===== src/rtl/alu_dp_sequencer_if.sv =====
// Decode / ALU / writeback bundle for alu_dp_sequencer.
// slave  : the sequencer side
// master : the surrounding pipeline (decode, ALU, register file)
interface alu_dp_sequencer_if #(
  parameter int WIDTH = 32
);
  logic             req_valid;
  logic             req_ready;
  logic [3:0]       req_cond;
  logic [3:0]       req_op;
  logic             req_s;
  logic [3:0]       req_rd;
  logic [WIDTH-1:0] req_a;
  logic [WIDTH-1:0] req_b;

  logic [WIDTH-1:0] alu_a;
  logic [WIDTH-1:0] alu_b;
  logic [3:0]       alu_fun;
  logic [3:0]       alu_cnvzi;
  logic [WIDTH-1:0] alu_s;
  logic [3:0]       alu_cnvzo;

  logic             wb_valid;
  logic             wb_ready;
  logic             wb_we;
  logic [3:0]       wb_rd;
  logic [WIDTH-1:0] wb_data;
  logic             skipped;

  logic [3:0]       flags_out;
  logic             flags_wr_en;
  logic [3:0]       flags_wr_data;

  modport slave (
    input  req_valid, req_cond, req_op, req_s, req_rd, req_a, req_b,
    output req_ready,
    output alu_a, alu_b, alu_fun, alu_cnvzi,
    input  alu_s, alu_cnvzo,
    output wb_valid, wb_we, wb_rd, wb_data, skipped,
    input  wb_ready,
    output flags_out,
    input  flags_wr_en, flags_wr_data
  );

  modport master (
    output req_valid, req_cond, req_op, req_s, req_rd, req_a, req_b,
    input  req_ready,
    input  alu_a, alu_b, alu_fun, alu_cnvzi,
    output alu_s, alu_cnvzo,
    input  wb_valid, wb_we, wb_rd, wb_data, skipped,
    output wb_ready,
    input  flags_out,
    output flags_wr_en, flags_wr_data
  );
endinterface


===== src/rtl/alu_dp_sequencer.sv =====
// ARMv4 data-processing sequencer: accepts one op, runs it through the
// shared ALU, owns the CNVZ flags register (C=3 N=2 V=1 Z=0) and presents
// one writeback entry per request with backpressure.
//
// Optional build macro ALU_SEQ_COND_EXEC_EN: when defined the ARM condition
// field is evaluated against the flags; when undefined every op runs as AL.
//
// state | meaning
// IDLE  | ready for a request, direct flags write allowed
// EXEC  | one cycle: ALU driven from captured op, result and flags captured
// WB    | writeback entry held until the consumer takes it
module alu_dp_sequencer #(
  parameter int WIDTH = 32
) (
  input logic               clk,
  input logic               rst,
  alu_dp_sequencer_if.slave bus
);

  typedef enum logic [1:0] {S_IDLE, S_EXEC, S_WB} state_t;

  state_t           state;
  logic [3:0]       flags;
  logic             req_ready_r;
  logic             cap_s;
  logic [3:0]       cap_rd;
  logic [WIDTH-1:0] alu_a_r;
  logic [WIDTH-1:0] alu_b_r;
  logic [3:0]       alu_fun_r;
  logic             wb_valid_r;
  logic             wb_we_r;
  logic [3:0]       wb_rd_r;
  logic [WIDTH-1:0] wb_data_r;
  logic             skipped_r;
  logic             pass;
  logic             is_cmp;

`ifdef ALU_SEQ_COND_EXEC_EN
  logic [3:0] cap_cond;

  function automatic logic cond_pass(input logic [3:0] cond, input logic [3:0] f);
    logic c, n, v, z;
    c = f[3];
    n = f[2];
    v = f[1];
    z = f[0];
    case (cond)
      4'h0:    cond_pass = z;
      4'h1:    cond_pass = !z;
      4'h2:    cond_pass = c;
      4'h3:    cond_pass = !c;
      4'h4:    cond_pass = n;
      4'h5:    cond_pass = !n;
      4'h6:    cond_pass = v;
      4'h7:    cond_pass = !v;
      4'h8:    cond_pass = c && !z;
      4'h9:    cond_pass = !c || z;
      4'hA:    cond_pass = (n == v);
      4'hB:    cond_pass = (n != v);
      4'hC:    cond_pass = !z && (n == v);
      4'hD:    cond_pass = z || (n != v);
      4'hE:    cond_pass = 1'b1;
      default: cond_pass = 1'b0;
    endcase
  endfunction

  // condition field is latched alongside the rest of the request
  always_ff @(posedge clk or posedge rst) begin
    if (rst)
      cap_cond <= 4'h0;
    else if (state == S_IDLE && bus.req_valid && req_ready_r)
      cap_cond <= bus.req_cond;
  end

  assign pass = cond_pass(cap_cond, flags);
`else
  assign pass = 1'b1;
`endif

  // TST/TEQ/CMP/CMN: flags only, never write the register file
  assign is_cmp = (alu_fun_r[3:2] == 2'b10);

  // sequencer FSM with all outputs registered
  always_ff @(posedge clk or posedge rst) begin
    if (rst) begin
      state       <= S_IDLE;
      flags       <= 4'h0;
      req_ready_r <= 1'b0;
      cap_s       <= 1'b0;
      cap_rd      <= 4'h0;
      alu_a_r     <= '0;
      alu_b_r     <= '0;
      alu_fun_r   <= 4'h0;
      wb_valid_r  <= 1'b0;
      wb_we_r     <= 1'b0;
      wb_rd_r     <= 4'h0;
      wb_data_r   <= '0;
      skipped_r   <= 1'b0;
    end else begin
      case (state)
        S_IDLE: begin
          if (bus.flags_wr_en)
            flags <= bus.flags_wr_data;
          if (bus.req_valid && req_ready_r) begin
            cap_s       <= bus.req_s;
            cap_rd      <= bus.req_rd;
            alu_a_r     <= bus.req_a;
            alu_b_r     <= bus.req_b;
            alu_fun_r   <= bus.req_op;
            req_ready_r <= 1'b0;
            state       <= S_EXEC;
          end else begin
            req_ready_r <= 1'b1;
          end
        end
        S_EXEC: begin
          wb_data_r  <= bus.alu_s;
          wb_rd_r    <= cap_rd;
          skipped_r  <= !pass;
          wb_we_r    <= pass && !is_cmp;
          wb_valid_r <= 1'b1;
          if (pass && (cap_s || is_cmp))
            flags <= bus.alu_cnvzo;
          state <= S_WB;
        end
        S_WB: begin
          if (bus.wb_ready) begin
            wb_valid_r  <= 1'b0;
            req_ready_r <= 1'b1;
            state       <= S_IDLE;
          end
        end
        default: begin
          state <= S_IDLE;
        end
      endcase
    end
  end

  assign bus.req_ready = req_ready_r;
  assign bus.alu_a     = alu_a_r;
  assign bus.alu_b     = alu_b_r;
  assign bus.alu_fun   = alu_fun_r;
  assign bus.alu_cnvzi = flags;
  assign bus.wb_valid  = wb_valid_r;
  assign bus.wb_we     = wb_we_r;
  assign bus.wb_rd     = wb_rd_r;
  assign bus.wb_data   = wb_data_r;
  assign bus.skipped   = skipped_r;
  assign bus.flags_out = flags;

endmodule


===== src/flat_wrapper.sv =====
// flat-port wrapper written by rule: the top's interface ports become plain ports
module alu_dp_sequencer_flat 
#(
  parameter int WIDTH = 32
)
  (clk, rst, bus_req_valid, bus_req_cond, bus_req_op, bus_req_s, bus_req_rd, bus_req_a, bus_req_b, bus_req_ready, bus_alu_a, bus_alu_b, bus_alu_fun, bus_alu_cnvzi, bus_alu_s, bus_alu_cnvzo, bus_wb_valid, bus_wb_we, bus_wb_rd, bus_wb_data, bus_skipped, bus_wb_ready, bus_flags_out, bus_flags_wr_en, bus_flags_wr_data);
  alu_dp_sequencer_if #(.WIDTH(WIDTH)) bus_i ();
  input logic clk;
  input logic rst;
  input wire logic [$bits(bus_i.req_valid)-1:0] bus_req_valid;
  input wire logic [$bits(bus_i.req_cond)-1:0] bus_req_cond;
  input wire logic [$bits(bus_i.req_op)-1:0] bus_req_op;
  input wire logic [$bits(bus_i.req_s)-1:0] bus_req_s;
  input wire logic [$bits(bus_i.req_rd)-1:0] bus_req_rd;
  input wire logic [$bits(bus_i.req_a)-1:0] bus_req_a;
  input wire logic [$bits(bus_i.req_b)-1:0] bus_req_b;
  output wire logic [$bits(bus_i.req_ready)-1:0] bus_req_ready;
  output wire logic [$bits(bus_i.alu_a)-1:0] bus_alu_a;
  output wire logic [$bits(bus_i.alu_b)-1:0] bus_alu_b;
  output wire logic [$bits(bus_i.alu_fun)-1:0] bus_alu_fun;
  output wire logic [$bits(bus_i.alu_cnvzi)-1:0] bus_alu_cnvzi;
  input wire logic [$bits(bus_i.alu_s)-1:0] bus_alu_s;
  input wire logic [$bits(bus_i.alu_cnvzo)-1:0] bus_alu_cnvzo;
  output wire logic [$bits(bus_i.wb_valid)-1:0] bus_wb_valid;
  output wire logic [$bits(bus_i.wb_we)-1:0] bus_wb_we;
  output wire logic [$bits(bus_i.wb_rd)-1:0] bus_wb_rd;
  output wire logic [$bits(bus_i.wb_data)-1:0] bus_wb_data;
  output wire logic [$bits(bus_i.skipped)-1:0] bus_skipped;
  input wire logic [$bits(bus_i.wb_ready)-1:0] bus_wb_ready;
  output wire logic [$bits(bus_i.flags_out)-1:0] bus_flags_out;
  input wire logic [$bits(bus_i.flags_wr_en)-1:0] bus_flags_wr_en;
  input wire logic [$bits(bus_i.flags_wr_data)-1:0] bus_flags_wr_data;
  assign bus_i.req_valid = bus_req_valid;
  assign bus_i.req_cond = bus_req_cond;
  assign bus_i.req_op = bus_req_op;
  assign bus_i.req_s = bus_req_s;
  assign bus_i.req_rd = bus_req_rd;
  assign bus_i.req_a = bus_req_a;
  assign bus_i.req_b = bus_req_b;
  assign bus_req_ready = bus_i.req_ready;
  assign bus_alu_a = bus_i.alu_a;
  assign bus_alu_b = bus_i.alu_b;
  assign bus_alu_fun = bus_i.alu_fun;
  assign bus_alu_cnvzi = bus_i.alu_cnvzi;
  assign bus_i.alu_s = bus_alu_s;
  assign bus_i.alu_cnvzo = bus_alu_cnvzo;
  assign bus_wb_valid = bus_i.wb_valid;
  assign bus_wb_we = bus_i.wb_we;
  assign bus_wb_rd = bus_i.wb_rd;
  assign bus_wb_data = bus_i.wb_data;
  assign bus_skipped = bus_i.skipped;
  assign bus_i.wb_ready = bus_wb_ready;
  assign bus_flags_out = bus_i.flags_out;
  assign bus_i.flags_wr_en = bus_flags_wr_en;
  assign bus_i.flags_wr_data = bus_flags_wr_data;
  alu_dp_sequencer #(.WIDTH(WIDTH)) u_core (.clk(clk), .rst(rst), .bus(bus_i));
endmodule

===== config.mk =====
export PLATFORM = sky130hd
export DESIGN_NAME = alu_dp_sequencer_flat
export DESIGN_NICKNAME = d
export VERILOG_FILES = /design/src/rtl/alu_dp_sequencer_if.sv /design/src/rtl/alu_dp_sequencer.sv /design/src/flat_wrapper.sv
export SDC_FILE = /design/constraint.sdc
export NUM_CORES = 1
export LEC_CHECK = 0
export CELL_PAD_IN_SITES_DETAIL_PLACEMENT = 1
export CELL_PAD_IN_SITES_GLOBAL_PLACEMENT = 2
export CORE_MARGIN = 2
export CORE_UTILIZATION = 25
export DETAILED_ROUTE_END_ITERATION = 16
export PLACE_DENSITY = 0.78
export SLEW_MARGIN = 20
export SYNTH_ARGS = -nofsm -noshare
export SYNTH_HDL_FRONTEND = slang
export SYNTH_SLANG_ARGS = --single-unit

===== constraint.sdc =====
create_clock -name clk -period 4.9 [get_ports clk]
set_input_delay 0.98 -clock clk [delete_from_list [all_inputs] [get_ports clk]]
set_output_delay 0.98 -clock clk [all_outputs]
set_load 0.01 [all_outputs]

Yosys cells after proc, flatten, opt, wreduce, memory -nomap -nowiden
Cells that the tools add are included.
{"block": "word_totals", "mem_bits_ro": 0, "register_bits": 118, "memories": 0, "input_bits": 122, "ram_bits": 0, "latch_bits": 0, "elab_cells": 42, "out_inout_bits": 116}
{"block": "op_classes", "multipliers": 0, "eq_ne": 7, "muxes": 11, "order_cmp": 0, "bitwise_logic": 0, "n_div": 0, "shift": 0, "n_addsub": 0, "n_reduce_logical": 12}
{"operator": "2-to-1 mux 4 bit", "n": 2}
{"operator": "case mux 4 bit (2 select lines)", "n": 1}
{"operator": "AND reduction 2 bit", "n": 4}
{"operator": "case mux 2 bit (3 select lines)", "n": 1}
{"operator": "nonzero test 2 bit", "n": 3}
{"operator": "== test 2 bit (second input constant)", "n": 2}
{"operator": "2-to-1 mux 2 bit", "n": 2}
{"operator": "!= test 2 x 1 -> 1 bit (second input constant)", "n": 2}
{"operator": "!= test 2 bit (second input constant)", "n": 2}
{"operator": "case mux 1 bit (2 select lines)", "n": 2}
{"operator": "2-to-1 mux 1 bit", "n": 3}
{"operator": "AND reduction 3 bit", "n": 1}
{"operator": "== test 2 x 1 -> 1 bit (second input constant)", "n": 1}
{"operator": "zero test 2 bit", "n": 1}
{"operator": "logical AND 1 bit", "n": 1}
{"operator": "zero test 1 bit", "n": 1}
{"operator": "logical OR 1 bit", "n": 1}

Logic depth before layout (Yosys ltp)
Gate-level depths: netlist (run 1).
{"block": "depth", "depth_word": 4, "ltp_mapped": 6, "ltp_nobuf": 3}

Least setup slack after synthesis (run 1)
Ideal clock, no wire load.
{"block": "synth_path", "kind": "in2reg", "from": "input port bus_req_valid", "to": "register u_core.alu_a_r[16], in the netlist u_core.bus.alu_a[16]", "setup_ns": 0.125, "arrival_ns": 1.839, "cell_stages": 5, "t_required_ns": 4.775, "setup_slack_ns": 2.937, "path_buffers": 2, "cell_sequence": "nand2_1 nor3_2 buf_4 buf_6 mux2_2"}
{"block": "synth_via", "elab_chain_len": 2}
{"element": "start: declaration", "line_no": "flat_wrapper.sv:10", "source": "input wire logic [$bits(bus_i.req_valid)-1:0] bus_req_valid;"}
{"element": "logical AND 1 bit", "line_no": "alu_dp_sequencer.sv:104", "source": "if (bus.req_valid && req_ready_r) begin"}
{"element": "AND reduction 2 bit (no source line)"}
{"element": "end signal: assignment", "line_no": "alu_dp_sequencer.sv:107", "source": "alu_a_r <= bus.req_a;"}
{"element": "end: declaration", "line_no": "alu_dp_sequencer.sv:27", "source": "logic [WIDTH-1:0] alu_a_r;"}
Every way passes these cells.
A chain may end at the register's enable or synchronous reset.

Worst setup path after layout (run 1)
{"block": "layout_path", "from": "input port bus_req_valid", "to": "register u_core.alu_b_r[23], in the netlist u_core.bus.alu_b[23]"}
{"block": "layout_via", "elab_chain_len": 2}
{"element": "logical AND 1 bit", "line_no": "alu_dp_sequencer.sv:104"}
{"element": "AND reduction 2 bit (no source line)"}
{"element": "end signal: assignment", "line_no": "alu_dp_sequencer.sv:108", "source": "alu_b_r <= bus.req_b;"}
{"element": "end: declaration", "line_no": "alu_dp_sequencer.sv:28", "source": "logic [WIDTH-1:0] alu_b_r;"}
Every way passes these cells.

==> impl_metrics.prom, run 1 <==
# TYPE chip_impl_metric gauge
chip_impl_metric{name="area_growth_syn_to_layout",unit="%"} 68.33
chip_impl_metric{name="grt_max_degree",unit=""} 76
chip_impl_metric{name="rows",unit=""} 49
chip_impl_metric{name="cellPowerDensity",unit="mW/mm²"} 691.3
chip_impl_metric{name="design.core.area",unit="mm²"} 0.01790
chip_impl_info{name="timing.critical_path.cells",value="clkdlybuf4s50_1 -> nand2_1 -> nor3_4 -> buf_4 -> mux2_2"} 1
chip_impl_metric{name="drt_pass1_iterations",unit=""} 3
chip_impl_metric{name="sequentialPowerShare",unit="%"} 33.2
chip_impl_info{name="postSynth.topFlopCell",value="dfrtp_1"} 1
chip_impl_metric{name="fp.dieH",unit="µm"} 138.9
chip_impl_metric{name="power_switching_share",unit="%"} 28.57
chip_impl_metric{name="fillers",unit=""} 1816
chip_impl_metric{name="cts.sink_count",unit=""} 118
chip_impl_metric{name="die_w",unit="µm"} 138.9
chip_impl_metric{name="report.final.setup_viol",unit=""} 0
chip_impl_metric{name="initial_antenna_violation_count",unit=""} 0
chip_impl_metric{name="ir_worst_vdd",unit="mV"} 0.2517
chip_impl_metric{name="drive_gt1_share",unit="%"} 28.27
chip_impl_metric{name="asyncSetResetFlopFracSynth",unit="%"} 100.0
chip_impl_metric{name="power_switching",unit="mW"} 1.513
chip_impl_metric{name="yosys.cell_types.count",unit=""} 18
chip_impl_info{name="critical-path-slowest-cell",value="buf_4"} 1
chip_impl_metric{name="cts_setup_buffers",unit=""} 0
chip_impl_metric{name="worst-endpoint-arrival",unit="ns"} 2.91
chip_impl_info{name="highest_count_cells_in_the_layout_ignoring_fill_and_taps",value="clkdlybuf4s50_1, dfrtp_1, mux2_2, clkbuf_16, mux2_4"} 1
chip_impl_info{name="synth_largest_area_cell",value="dfrtp_1"} 1
chip_impl_metric{name="endpoint_required_time_on_the_critical_path",unit="ns"} 5.18
chip_impl_info{name="rsz0062_at_grt",value="false"} 1
chip_impl_info{name="min-delay-path-class",value="flip-flop to flip-flop"} 1
chip_impl_metric{name="antenna-diode-count",unit=""} 0
chip_impl_metric{name="synth_area",unit="mm²"} 0.004551
chip_impl_metric{name="nets",unit=""} 630
chip_impl_metric{name="syn-mean-instance-area",unit="µm²"} 16.73
chip_impl_info{name="status",value="completed"} 1
chip_impl_metric{name="comb_power_share",unit="%"} 42.6
chip_impl_metric{name="clkPwrFrac",unit="%"} 24.2
chip_impl_metric{name="yosys_warnings",unit=""} 0
chip_impl_metric{name="max-slew-margin-rel",unit="%"} 36.21
chip_impl_metric{name="max_cap_violations",unit=""} 0
chip_impl_metric{name="post_cts_resized",unit=""} 0
chip_impl_metric{name="buffer_ports.inserted",unit=""} 232
chip_impl_metric{name="leakage_power_of_the_design",unit="nW"} 3.139
chip_impl_metric{name="detail_route.iter0.violations",unit=""} 72
chip_impl_metric{name="hold_slack",unit="ns"} 0.4934
chip_impl_info{name="critPathLaunchType",value="input port"} 1
chip_impl_metric{name="achievable-frequency",unit="MHz"} 381.0
chip_impl_metric{name="wire_length_of_the_first_global_routing_pass",unit="µm"} 20040
chip_impl_metric{name="floorplan.die_area",unit="mm²"} 0.01930
chip_impl_metric{name="via_count",unit=""} 3157
chip_impl_metric{name="setup_ws",unit="ns"} 2.276
chip_impl_metric{name="synth-seq-area-share",unit="%"} 64.89
chip_impl_metric{name="postRouteAntennaNets",unit=""} 0
chip_impl_metric{name="gp_routability_congestion",unit=""} 0.7252
chip_impl_metric{name="finalHoldViolCount",unit=""} 0
chip_impl_metric{name="route.detailed.drc",unit=""} 0
chip_impl_info{name="layout.cells.most_common",value="clkdlybuf4s50_1"} 1
chip_impl_metric{name="fin_util",unit="%"} 42.79
chip_impl_metric{name="clk_pin_slew_worst_paths",unit="ns"} 0.05
chip_impl_info{name="tritoncts_clock_tree",value="built"} 1
chip_impl_metric{name="grt-ovfl-total",unit=""} 0
chip_impl_metric{name="cts_made_buffers",unit=""} 17
chip_impl_metric{name="design.portCount",unit=""} 238
chip_impl_metric{name="syn-instance-count",unit=""} 272
chip_impl_metric{name="synth_seq_cells",unit=""} 118
chip_impl_info{name="worstSetupEndpointType",value="flip-flop"} 1
chip_impl_metric{name="fin_crit_sh",unit="%"} 53.56
chip_impl_metric{name="p_total",unit="mW"} 5.295
chip_impl_metric{name="cts_max_path_buffers",unit=""} 2
chip_impl_metric{name="ctsHoldBuffers",unit=""} 0
chip_impl_info{name="clock_tree.root_cell",value="clkbuf_16"} 1
chip_impl_metric{name="routed_via_density",unit=""} 4.215
chip_impl_metric{name="count_of_flip_flops_with_a_built_in_enable_after_synthesis",unit=""} 0
chip_impl_metric{name="worst_pin_slew",unit="ns"} 0.9568
chip_impl_info{name="biggest_area_contributors_in_the_synthesized_netlist",value="dfrtp_1, mux2_2, mux2_4"} 1
chip_impl_metric{name="finClkSkew",unit="ns"} 0.006748
chip_impl_metric{name="gr-usage-all-layers",unit="%"} 13.39
chip_impl_metric{name="initial_core_util",unit="%"} 25.42
chip_impl_metric{name="clkLatencyLatePin",unit="ns"} 0.40
chip_impl_metric{name="wire_per_inst",unit="µm"} 16.84
chip_impl_metric{name="p_int",unit="mW"} 3.782
chip_impl_metric{name="detailed_place_hpwl",unit="µm"} 9423
chip_impl_metric{name="synth_nets",unit=""} 394
chip_impl_metric{name="report.final.slew_viol_count",unit=""} 0
chip_impl_metric{name="critical-path-max-stage-delay",unit="ns"} 0.74
chip_impl_metric{name="period_minus_ws_final",unit="ns"} 2.624
chip_impl_metric{name="critPathMaxFanout",unit=""} 75
chip_impl_metric{name="synth_top_area_share",unit="%"} 64.89
chip_impl_metric{name="final.setup.tns",unit="ns"} 0
chip_impl_metric{name="preCtsSetupSlack",unit="ns"} 1.850
chip_impl_metric{name="routed_wl",unit="µm"} 12610
chip_impl_metric{name="vias_in_the_first_global_route",unit=""} 3593
chip_impl_info{name="crit_type",value="input port to flip-flop"} 1
chip_impl_metric{name="h-tree-depth",unit=""} 4
-- sequential cells by signal, indices dropped and copies added (netlist names), 2 cells and up --
signal and flops:
u_core.bus.alu_fun 4, u_core.bus.alu_cnvzi 4, u_core.state 2, u_core.bus.wb_data 32, u_core.bus.wb_rd 4, u_core.bus.alu_a 32
u_core.bus.alu_b 32, u_core.cap_rd 4
-- power groups by stage --
stage          registers [mW]  logic (mW)  clock network, mW
6_report                 1.76        2.26               1.28
5_1_grt                  1.83        2.39               1.37
4_1_cts                  1.77        2.31               1.33
3_5_place_dp             1.78        2.30                  0
3_3_place_gp             1.74        2.25                  0
2_1_floorplan            1.96       0.858                  0
-- critical path, delay by kind of cell --
family,cells,cell delay [ns]
buffers and inverters,2,1.20
and+or+nand+nor,2,0.23
muxes,1,0.43
-- Yosys cell counts, types with 2 or more instances --
master    instances
dfrtp_1         118
mux2_2          106
buf_4             7
buf_6             7
mux2_4            7
buf_2             4
mux2_1            4
a21oi_1           3
inv_1             3
nand2_1           3
nand2b_1          2
o21ai_0           2
-- kinds of logic after synthesis --
logic type      after synthesis  synth area share (%)
mux                         117                 29.53
buf+inv                      21                 3.574
simple gates                  8                0.9623
other cells                   1               0.08241
flops                       118                 64.89
compound gates                7                0.9623
-- final cells by class --
class,instances,area [µm²],area share [%]
repair buffers,235,2357,30.77
clock buffers,22,454.2,5.929
flip-flops and latches,118,2953,38.55
clock inverters,9,151.4,1.976
inverters,3,13.76,0.1797
well taps,229,286.5,3.741
multi-input cells,133,1444,18.85
-- path summary, 6_finish.rpt --
path | startpoint | endpoint | slack, ns | cells past startpoint
setup / recovery | bus_req_valid | u_core.bus.alu_b[23]$_DFFE_PP0P_ | 2.28 | 5
hold / removal | u_core.bus.wb_we$_DFFE_PP0N_ | u_core.bus.wb_we$_DFFE_PP0N_ | 0.49 | 2
setup reg to reg | u_core.state[0]$_DFFE_PP0P_ | u_core.bus.alu_b[23]$_DFFE_PP0P_ | 2.87 | 3
hold reg to reg | u_core.bus.wb_we$_DFFE_PP0N_ | u_core.bus.wb_we$_DFFE_PP0N_ | 0.49 | 2
max in group asynchronous | rst | u_core.bus.wb_data[25]$_DFFE_PP0N_ | 3.01 | 3
min in group asynchronous | rst | u_core.bus.wb_data[21]$_DFFE_PP0N_ | 1.06 | 2
-- metrics by stage --
step / cells / area (µm²)
final: 749 / 7660
after global routing: 749 / 7660
after CTS: 749 / 7660
after detailed placement: 718 / 7054
after global placement: 718 / 7054
after floorplan: 272 / 4551
-- layer usage --
| metal | share of wire (%) | up-vias | track usage [%] |
|---|---|---|---|
| met1 | 37 | 1588 | 14.08 |
| met3 | 6.9 | 17 | 4.972 |
| met2 | 54 | 129 | 24.19 |
| met4 | 1.7 | 0 | 5.369 |
| li1 | - | 1423 | - |
| met5 | 0 | - | 0 |
(Power assumes the default switching activity.)
==> inputs of run 2 (changes only) <==
--- a/config.mk
+++ b/config.mk
@@ -8,9 +8,9 @@
 export CELL_PAD_IN_SITES_DETAIL_PLACEMENT = 1
 export CELL_PAD_IN_SITES_GLOBAL_PLACEMENT = 2
 export CORE_MARGIN = 2
-export CORE_UTILIZATION = 25
+export CORE_UTILIZATION = 23
 export DETAILED_ROUTE_END_ITERATION = 16
-export PLACE_DENSITY = 0.78
+export PLACE_DENSITY = 0.76
 export SLEW_MARGIN = 20
 export SYNTH_ARGS = -nofsm -noshare
 export SYNTH_HDL_FRONTEND = slang
==> constraint.sdc (replaced) <==
create_clock -name clk -period 2.1 [get_ports clk]
set_input_delay 0.42 -clock clk [delete_from_list [all_inputs] [get_ports clk]]
set_output_delay 0.42 -clock clk [all_outputs]
set_load 0.01 [all_outputs]
==> run 2 against run 1 <==
Compared with the run above: combinational power is 140% higher; critical path depth is 4 lower; sequential power increased by 130%; register-to-register slack got worse by 2.5 ns; clock skew increased by 0.0012 ns; via count is 2.2% higher; worst hold slack worse by 0.17 ns; sequential share of layout area decreased by 1.0 points; final cell count up 6.8%; critical path type is now flip-flop to output port; largest cell class unchanged; largest power group unchanged; highest routed layer unchanged.
==> impl_metrics.prom, run 2 (synthesized netlist as in run 1, its figures left out) <==
# TYPE chip_impl_metric gauge
chip_impl_metric{name="r2r_slack",unit="ns"} 0.37
chip_impl_metric{name="power_switching",unit="mW"} 3.716
chip_impl_metric{name="critical-path-max-stage-delay",unit="ns"} 0.57
chip_impl_info{name="worst_path_dominant_cell_family",value="buffers and inverters"} 1
chip_impl_metric{name="grt_max_degree",unit=""} 63
chip_impl_metric{name="gp_routability_congestion",unit=""} 0.7222
chip_impl_metric{name="fin_crit_sh",unit="%"} 84.48
chip_impl_info{name="min-delay-path-class",value="input port to asynchronous set/reset pin"} 1
chip_impl_metric{name="worst-endpoint-arrival",unit="ns"} 1.35
chip_impl_metric{name="detailed_place_hpwl",unit="µm"} 10160
chip_impl_metric{name="clk_pin_slew_worst_paths",unit="ns"} 0.06
chip_impl_info{name="highest_count_cells_in_the_layout_ignoring_fill_and_taps",value="clkdlybuf4s50_1, dfrtp_1, mux2_2, clkbuf_16, buf_4"} 1
chip_impl_metric{name="fillers",unit=""} 1994
chip_impl_metric{name="cellPowerDensity",unit="mW/mm²"} 1605
chip_impl_info{name="critPathLaunchType",value="flip-flop"} 1
chip_impl_metric{name="routed_wl",unit="µm"} 13260
chip_impl_metric{name="p_int",unit="mW"} 8.907
chip_impl_info{name="clock_tree.root_cell",value="clkbuf_16"} 1
chip_impl_metric{name="wire_length_of_the_first_global_routing_pass",unit="µm"} 20040
chip_impl_metric{name="drive_gt1_share",unit="%"} 31.03
chip_impl_info{name="crit_type",value="flip-flop to output port"} 1
chip_impl_metric{name="cts_max_path_buffers",unit=""} 2
chip_impl_metric{name="report.final.slew_viol_count",unit=""} 0
chip_impl_metric{name="comb_power_share",unit="%"} 43.4
chip_impl_metric{name="h-tree-depth",unit=""} 4
chip_impl_metric{name="multi_input_gate_area_in_the_final_layout",unit="mm²"} 0.001444
chip_impl_metric{name="report.final.setup_viol",unit=""} 0
chip_impl_metric{name="finalHoldViolCount",unit=""} 0
chip_impl_metric{name="cts_setup_buffers",unit=""} 0
chip_impl_metric{name="hold_slack",unit="ns"} 0.3251
chip_impl_metric{name="wire_per_inst",unit="µm"} 16.57
chip_impl_info{name="worstSetupEndpointType",value="output port"} 1
chip_impl_info{name="status",value="completed"} 1
chip_impl_metric{name="drt_pass1_iterations",unit=""} 3
chip_impl_metric{name="floorplan.die_area",unit="mm²"} 0.02093
chip_impl_metric{name="endpoint_required_time_on_the_critical_path",unit="ns"} 1.68
chip_impl_metric{name="clkPwrFrac",unit="%"} 24.0
chip_impl_info{name="timing.rr.end",value="u_core.bus.wb_data[8]$_DFFE_PP0N_"} 1
chip_impl_metric{name="nets",unit=""} 644
chip_impl_metric{name="sequentialPowerShare",unit="%"} 32.6
chip_impl_metric{name="design.core.area",unit="mm²"} 0.01946
chip_impl_metric{name="gr-usage-all-layers",unit="%"} 12.90
chip_impl_metric{name="cts.sink_count",unit=""} 118
chip_impl_info{name="critical-path-slowest-cell",value="clkdlybuf4s50_1"} 1
chip_impl_info{name="worst_r2r_src",value="u_core.state[1]$_DFFE_PP0P_"} 1
chip_impl_metric{name="ir_worst_vdd",unit="mV"} 0.6093
chip_impl_metric{name="ctsHoldBuffers",unit=""} 0
chip_impl_metric{name="max_cap_violations",unit=""} 0
chip_impl_metric{name="via_count",unit=""} 3228
chip_impl_metric{name="rows",unit=""} 51
chip_impl_metric{name="cts_made_buffers",unit=""} 17
chip_impl_metric{name="fp.dieH",unit="µm"} 144.7
chip_impl_metric{name="buffer_ports.inserted",unit=""} 232
chip_impl_metric{name="design.portCount",unit=""} 238
chip_impl_metric{name="power_switching_share",unit="%"} 29.44
chip_impl_metric{name="postRouteAntennaNets",unit=""} 0
chip_impl_metric{name="routed_via_density",unit=""} 4.035
chip_impl_metric{name="vias_in_the_first_global_route",unit=""} 3643
chip_impl_metric{name="leakage_power_of_the_design",unit="nW"} 3.219
chip_impl_info{name="rsz0062_at_grt",value="false"} 1
chip_impl_metric{name="critPathMaxFanout",unit=""} 3
chip_impl_metric{name="clkLatencyLatePin",unit="ns"} 0.41
chip_impl_metric{name="period_minus_ws_final",unit="ns"} 1.774
chip_impl_metric{name="initial_core_util",unit="%"} 23.38
chip_impl_info{name="layout.cells.most_common",value="clkdlybuf4s50_1"} 1
chip_impl_metric{name="area_growth_syn_to_layout",unit="%"} 72.86
chip_impl_metric{name="die_w",unit="µm"} 144.7
chip_impl_metric{name="sequential_cell_area",unit="mm²"} 0.002953
chip_impl_metric{name="initial_antenna_violation_count",unit=""} 0
chip_impl_metric{name="post_cts_resized",unit=""} 0
chip_impl_metric{name="antenna-diode-count",unit=""} 0
chip_impl_metric{name="rr_worst_depth",unit=""} 3
chip_impl_info{name="tritoncts_clock_tree",value="built"} 1
chip_impl_metric{name="grt-ovfl-total",unit=""} 0
chip_impl_metric{name="final.setup.tns",unit="ns"} 0
chip_impl_metric{name="worstPathBufferInverterCount",unit=""} 1
chip_impl_metric{name="detail_route.iter0.violations",unit=""} 46
chip_impl_metric{name="achievable-frequency",unit="MHz"} 563.7
chip_impl_metric{name="route.detailed.drc",unit=""} 0
chip_impl_info{name="timing.critical_path.cells",value="clkdlybuf4s50_1"} 1
chip_impl_metric{name="finClkSkew",unit="ns"} 0.007948
## run 2: worst max-delay path by stage
| stage | startpoint | to | depth (start not counted) |
|---|---|---|---|
| floorplan | rst | u_core.bus.alu_a[0]$_DFFE_PP0P_ | 1 |
| global placement | bus_req_valid | u_core.bus.alu_b[5]$_DFFE_PP0P_ | 6 |
| detailed placement | bus_req_valid | u_core.bus.alu_b[10]$_DFFE_PP0P_ | 6 |
| CTS | u_core.bus.wb_valid$_DFFE_PP0P_ | bus_wb_valid | 1 |
| global route | u_core.bus.wb_valid$_DFFE_PP0P_ | bus_wb_valid | 1 |
| finish | u_core.bus.wb_valid$_DFFE_PP0P_ | bus_wb_valid | 1 |
## run 2: power groups by stage
stage          Clock (mW)  Sequential (mW)  Combinational [mW]
2_1_floorplan           0             4.58                2.00
5_1_grt              3.23             4.29                5.85
3_3_place_gp            0             4.06                5.44
6_report             3.04             4.11                5.48
3_5_place_dp            0             4.16                5.58
4_1_cts              3.13             4.14                5.60
## run 2: area by class of cell
type,count,area share (%)
flip-flops and latches,118,37.54
inverters,3,0.1909
clock inverters,13,2.163
repair buffers,249,31.78
clock buffers,19,5.758
well taps,265,4.215
multi-input cells,133,18.36
## run 2: stage by stage
| stage | power (mW) | cell area, µm² | worst slack, ns | util, % | instances |
|---|---|---|---|---|---|
| floorplan | 6.582 | 4554 | 0.2386 | - | 272 |
| global placement | 9.507 | 7243 | 0.07863 | 37.22 | 768 |
| detailed placement | 9.740 | 7243 | 0.03888 | 37.22 | 768 |
| CTS | 12.87 | 7866 | 0.2864 | 40.42 | 800 |
| global route | 13.37 | 7866 | 0.2604 | 40.42 | 800 |
| finish | 12.62 | 7866 | 0.3260 | 40.42 | 800 |
## run 2: per-layer routing
metal	global-route usage (%)	share of wire [%]	vias up
met5	0	0	-
met4	5.416	1.9	0
met3	4.113	6.3	15
met2	23.47	54	123
met1	13.77	38	1636
li1	-	-	1454
